<file path="config.mk">
export PLATFORM = sky130hd
export DESIGN_NAME = down_counter
export DESIGN_NICKNAME = d
export VERILOG_FILES = /design/src/rtl/down_counter.sv
export SDC_FILE = /design/constraint.sdc
export NUM_CORES = 1
export LEC_CHECK = 0
export CORE_AREA = 2 2 39 41
export DETAILED_ROUTE_END_ITERATION = 10
export DIE_AREA = 0 0 41 43
export GPL_ROUTABILITY_DRIVEN = 0
export GPL_TIMING_DRIVEN = 1
export HOLD_SLACK_MARGIN = 0.03
export RECOVER_POWER = 50
export SKIP_LAST_GASP = 1
export SYNTH_ARGS = -nofsm -noshare
export SYNTH_HDL_FRONTEND = slang
export SYNTH_SLANG_ARGS = --single-unit
</file>
<file path="constraint.sdc">
create_clock -name clock -period 1.5 [get_ports clock]
set_clock_uncertainty 0.1 [all_clocks]
set_input_delay 0.15 -clock clock [delete_from_list [all_inputs] [get_ports clock]]
set_output_delay 0.15 -clock clock [all_outputs]
set_load 0.05 [all_outputs]
</file>
<file path="src/rtl/down_counter.sv">
// Loadable WIDTH-bit down counter / delay timer with terminal-count pulse.
// Define DOWN_COUNTER_RELOAD_EN for periodic auto-reload instead of one-shot.
module down_counter #(
  parameter int WIDTH = 4
) (
  input  logic             clock,
  input  logic             clear,
  input  logic             load,
  input  logic [WIDTH-1:0] din,
  input  logic             enable,
  output logic [WIDTH-1:0] Q,
  output logic             busy,
  output logic             zero,
  output logic             done
);

  localparam logic [WIDTH-1:0] ZERO = WIDTH'(0);
  localparam logic [WIDTH-1:0] ONE  = WIDTH'(1);

  typedef enum logic [1:0] {
    ST_IDLE  = 2'd0,
    ST_RUN   = 2'd1,
    ST_PAUSE = 2'd2,
    ST_DONE  = 2'd3
  } state_t;

  state_t           state_q, state_d;
  logic [WIDTH-1:0] count_q, count_d;
  logic             busy_q, busy_d;
  logic             done_q, done_d;
  logic             term_s;
`ifdef DOWN_COUNTER_RELOAD_EN
  logic [WIDTH-1:0] reload_q, reload_d;
`endif

  // Next-state, next-count and registered-output logic
  always_comb begin
    state_d = state_q;
    count_d = count_q;
    term_s  = 1'b0;
`ifdef DOWN_COUNTER_RELOAD_EN
    reload_d = reload_q;
`endif
    if (load) begin
      count_d = din;
`ifdef DOWN_COUNTER_RELOAD_EN
      reload_d = din;
`endif
      if (din != ZERO) begin
        state_d = ST_RUN;
      end else begin
        state_d = ST_IDLE;
      end
    end else begin
      case (state_q)
        ST_IDLE: begin
          state_d = ST_IDLE;
        end
        ST_RUN, ST_PAUSE: begin
          if (enable) begin
            if (count_q > ONE) begin
              count_d = count_q - ONE;
              state_d = ST_RUN;
            end else if (count_q == ONE) begin
              term_s = 1'b1;
`ifdef DOWN_COUNTER_RELOAD_EN
              count_d = reload_q;
              state_d = ST_RUN;
`else
              count_d = ZERO;
              state_d = ST_DONE;
`endif
            end else begin
              // A zero count while counting is unreachable; never wrap.
              count_d = ZERO;
              state_d = ST_IDLE;
            end
          end else begin
            state_d = ST_PAUSE;
          end
        end
        ST_DONE: begin
          state_d = ST_IDLE;
        end
        default: begin
          state_d = ST_IDLE;
          count_d = ZERO;
        end
      endcase
    end
    busy_d = (state_d == ST_RUN) || (state_d == ST_PAUSE);
    done_d = term_s;
  end

  // State, count and output registers with asynchronous clear
  always_ff @(posedge clock or posedge clear) begin
    if (clear) begin
      state_q <= ST_IDLE;
      count_q <= ZERO;
      busy_q  <= 1'b0;
      done_q  <= 1'b0;
    end else begin
      state_q <= state_d;
      count_q <= count_d;
      busy_q  <= busy_d;
      done_q  <= done_d;
    end
  end

`ifdef DOWN_COUNTER_RELOAD_EN
  // Auto-reload value captured on every load
  always_ff @(posedge clock or posedge clear) begin
    if (clear) begin
      reload_q <= ZERO;
    end else begin
      reload_q <= reload_d;
    end
  end
`endif

  assign Q    = count_q;
  assign busy = busy_q;
  assign done = done_q;
  assign zero = (count_q == ZERO);

endmodule

</file>
==> impl_metrics.yaml <==
route:
  dr_wl_met3_microns: 39
  vias_per_cell: 4.57
  ant_nets: 0
  wl_met1_microns: 473
  drc: 0
  drtIter0Drc: 2
  top_layer_used: "met4"
  vias: 398
  drtPass1Iterations: 3
  wl_met2_microns: 496
  wl_microns: 1070
  avgRoutedWirePerCell_microns: 12.3
pwr:
  max-vdd-ir-drop_uv: 561
  p_per_area_nw_per_um2: 1150
  finalPower_mw: 0.906
  power_leakage_nw: 0.328
setup_path:
  critPathKind: "flip-flop to primary output"
  r2r_end: "busy"
  reg2reg_depth: 4
  arrival_ns: 1.21
  worstPathMaxFanout: 3
  rr_startpoint: "state_q[0]"
  regToRegSetupSlack_ns: 0.09
  crit_required_ns: 1.25
  cp-start-kind: "flip-flop"
  crit_path_end_kind: "primary output"
clock_tree:
  clk_pin_slew_worst_paths_ns: 0.06
  numCtsBuffers: 3
  htreeDepth: 1
  insertion_delay_ns: 0.27
  root_buffer: "clkbuf_4"
  cts.sinks: 8
  cts_tree: "yes"
  clock_path_buffers: 2
timing:
  min_period_ns: 1.46
  max_freq_ghz: 0.685
  setup_tns_ns: 0
  worst_slew_pin_slew_ns: 0.609
  setup_slack_ns: 0.0405
  finalSetupViolCount: 0
  hold_violations: 0
  whs_ns: 0.166
  slew_violations: 0
  relSlewSlack_pct: 59.6
  min_period_over_period_pct: 97.3
  rsz0062_at_grt: "yes"
place:
  hpwlAfterDp_microns: 745
  port_buffers: 14
  dp.cells: 80
  post-place-ws_ns: -0.124
  placed_area_sq_um: 727
logic_synthesis:
  synth_edf_count: 0
  yosysTopAreaCellShare_pct: 44.0
  avgSynthCellArea_sq_um: 10.4
  synth_most_common_cell: "dfrtp_1"
  seq_area_frac_synth_pct: 44.0
  synth_nets: 54
  synth_top_cells_by_count: "8 x dfrtp_1, 3 x inv_1, 3 x nand2_1, 3 x o21ai_0"
  synth_cell_type_count: 27
  async_flop_share_pct: 100
  synth-main-ff-cell: "dfrtp_1"
  synth_area_leaders: "dfrtp_1 44%, ha_1 5.5%, a21oi_4 3.6%, xor2_2 3.6%, o21ai_0 3.3%"
  synth_area_sq_um: 455
  synth_largest_area_cell: "dfrtp_1"
  ys_ff_latch: 8
  syn_inst: 44
  yosys_warnings: 0
floorplanning:
  core_area_sq_um: 1380
  die_y_microns: 43
  ioPinCount: 15
  num_rows: 14
  die_area_sq_um: 1760
  start_util_pct: 32.9
  die_w_microns: 41
grt:
  overflow: 0
  grt_usage_pct: 15.6
  grt_max_degree: 10
  grt_pass1_wl_microns: 1630
  grt_antenna_before_repair: 0
  grt_pass1_vias: 381
layout:
  drive_above_1_share_pct: 46.5
  area_growth_pct: 72.5
  postLayoutCoreUtil_pct: 56.8
  finalNonFillerCells: 87
  final_area_sq_um: 786
  nNetsFinal: 82
  seq_area_sq_um: 205
  fillCellCount: 123
  antennaDiodeCount: 0
  multiInputGateArea_sq_um: 270
worst_hold_path:
  hp-class: "input port to asynchronous set/reset pin"
run:
  maxCapViolCount: 0
outcome:
  status: "finished, final reports clean"
[worst max-delay path by stage]
stage | start | endpoint | slack, ns | cells after the start
final | Q[0] | zero | 0.04 | 4
after global routing | Q[0] | zero | -0.004 | 4
after CTS | Q[0] | zero | 0.03 | 4
after detailed placement | load | busy | -0.12 | 5
after global placement | load | busy | -0.11 | 5
after floorplan | Q[0] | busy | -0.07 | 5
[where the power goes]
group,total (mW),internal [mW],switching (mW)
Combinational,0.436,0.207,0.229
Clock,0.186,0.102,0.0833
Sequential,0.284,0.252,0.0316
Total,0.906,0.562,0.344
[layout make-up]
type | instances | share of cell area [%]
Tap cell | 16 | 2.55
Multi-Input combinational cell | 32 | 34.4
Sequential cell | 8 | 26.1
Timing Repair Buffer | 24 | 32.2
Clock buffer | 4 | 3.34
Inverter | 3 | 1.43
[cell families (layout without fill, tap and decap cells)]
logic type	after synthesis	after routing	synth area share (%)
flops	8	8	44.0
xor+xnor	3	3	7.42
compound gates	11	11	18.7
fa+ha+maj	2	2	5.49
buf+inv	4	31	3.57
mux	1	1	2.47
simple gates	15	15	18.4
[worst max-delay path, cell delays in order (launching register included)]
cell,delay (ns)
dfrtp_2,0.43
inv_2,0.07
ha_4,0.14
and2_4,0.17
buf_12,0.14
[metal layers]
layer	up-vias	GRT usage (%)
li1	206	-
met3	4	5.24
met5	-	0
met1	181	17.9
met2	7	18.8
met4	0	20.0
[placed cells by master (no fill, tap or decap), drive strengths merged, types with 2 or more instances in the layout]
| cell type | n |
|---|---|
| a21oi | 4 |
| xor2 | 2 |
| inv | 3 |
| clkbuf | 6 |
| nand2b | 2 |
| ha | 2 |
| and2 | 2 |
| nand2 | 3 |
| o21ai | 3 |
| buf | 15 |
| clkdlybuf4s50 | 6 |
| nor2 | 2 |
| dfrtp | 8 |
[flip-flops by register name (all words and copies together) (netlist names)]
name / count
Q: 4
busy: 1
done: 1
state_q: 2
[timing repair]
action / CTS / global route
gates resized for setup: 2 / 1
pin swaps: 0 / 1
endpoints found under the setup margin: 1 / 3
setup buffers: 0 / 3
endpoints found under the hold margin: 0 / 0
hold buffers: 0 / 0
Power figures use the tool's default switching activity.
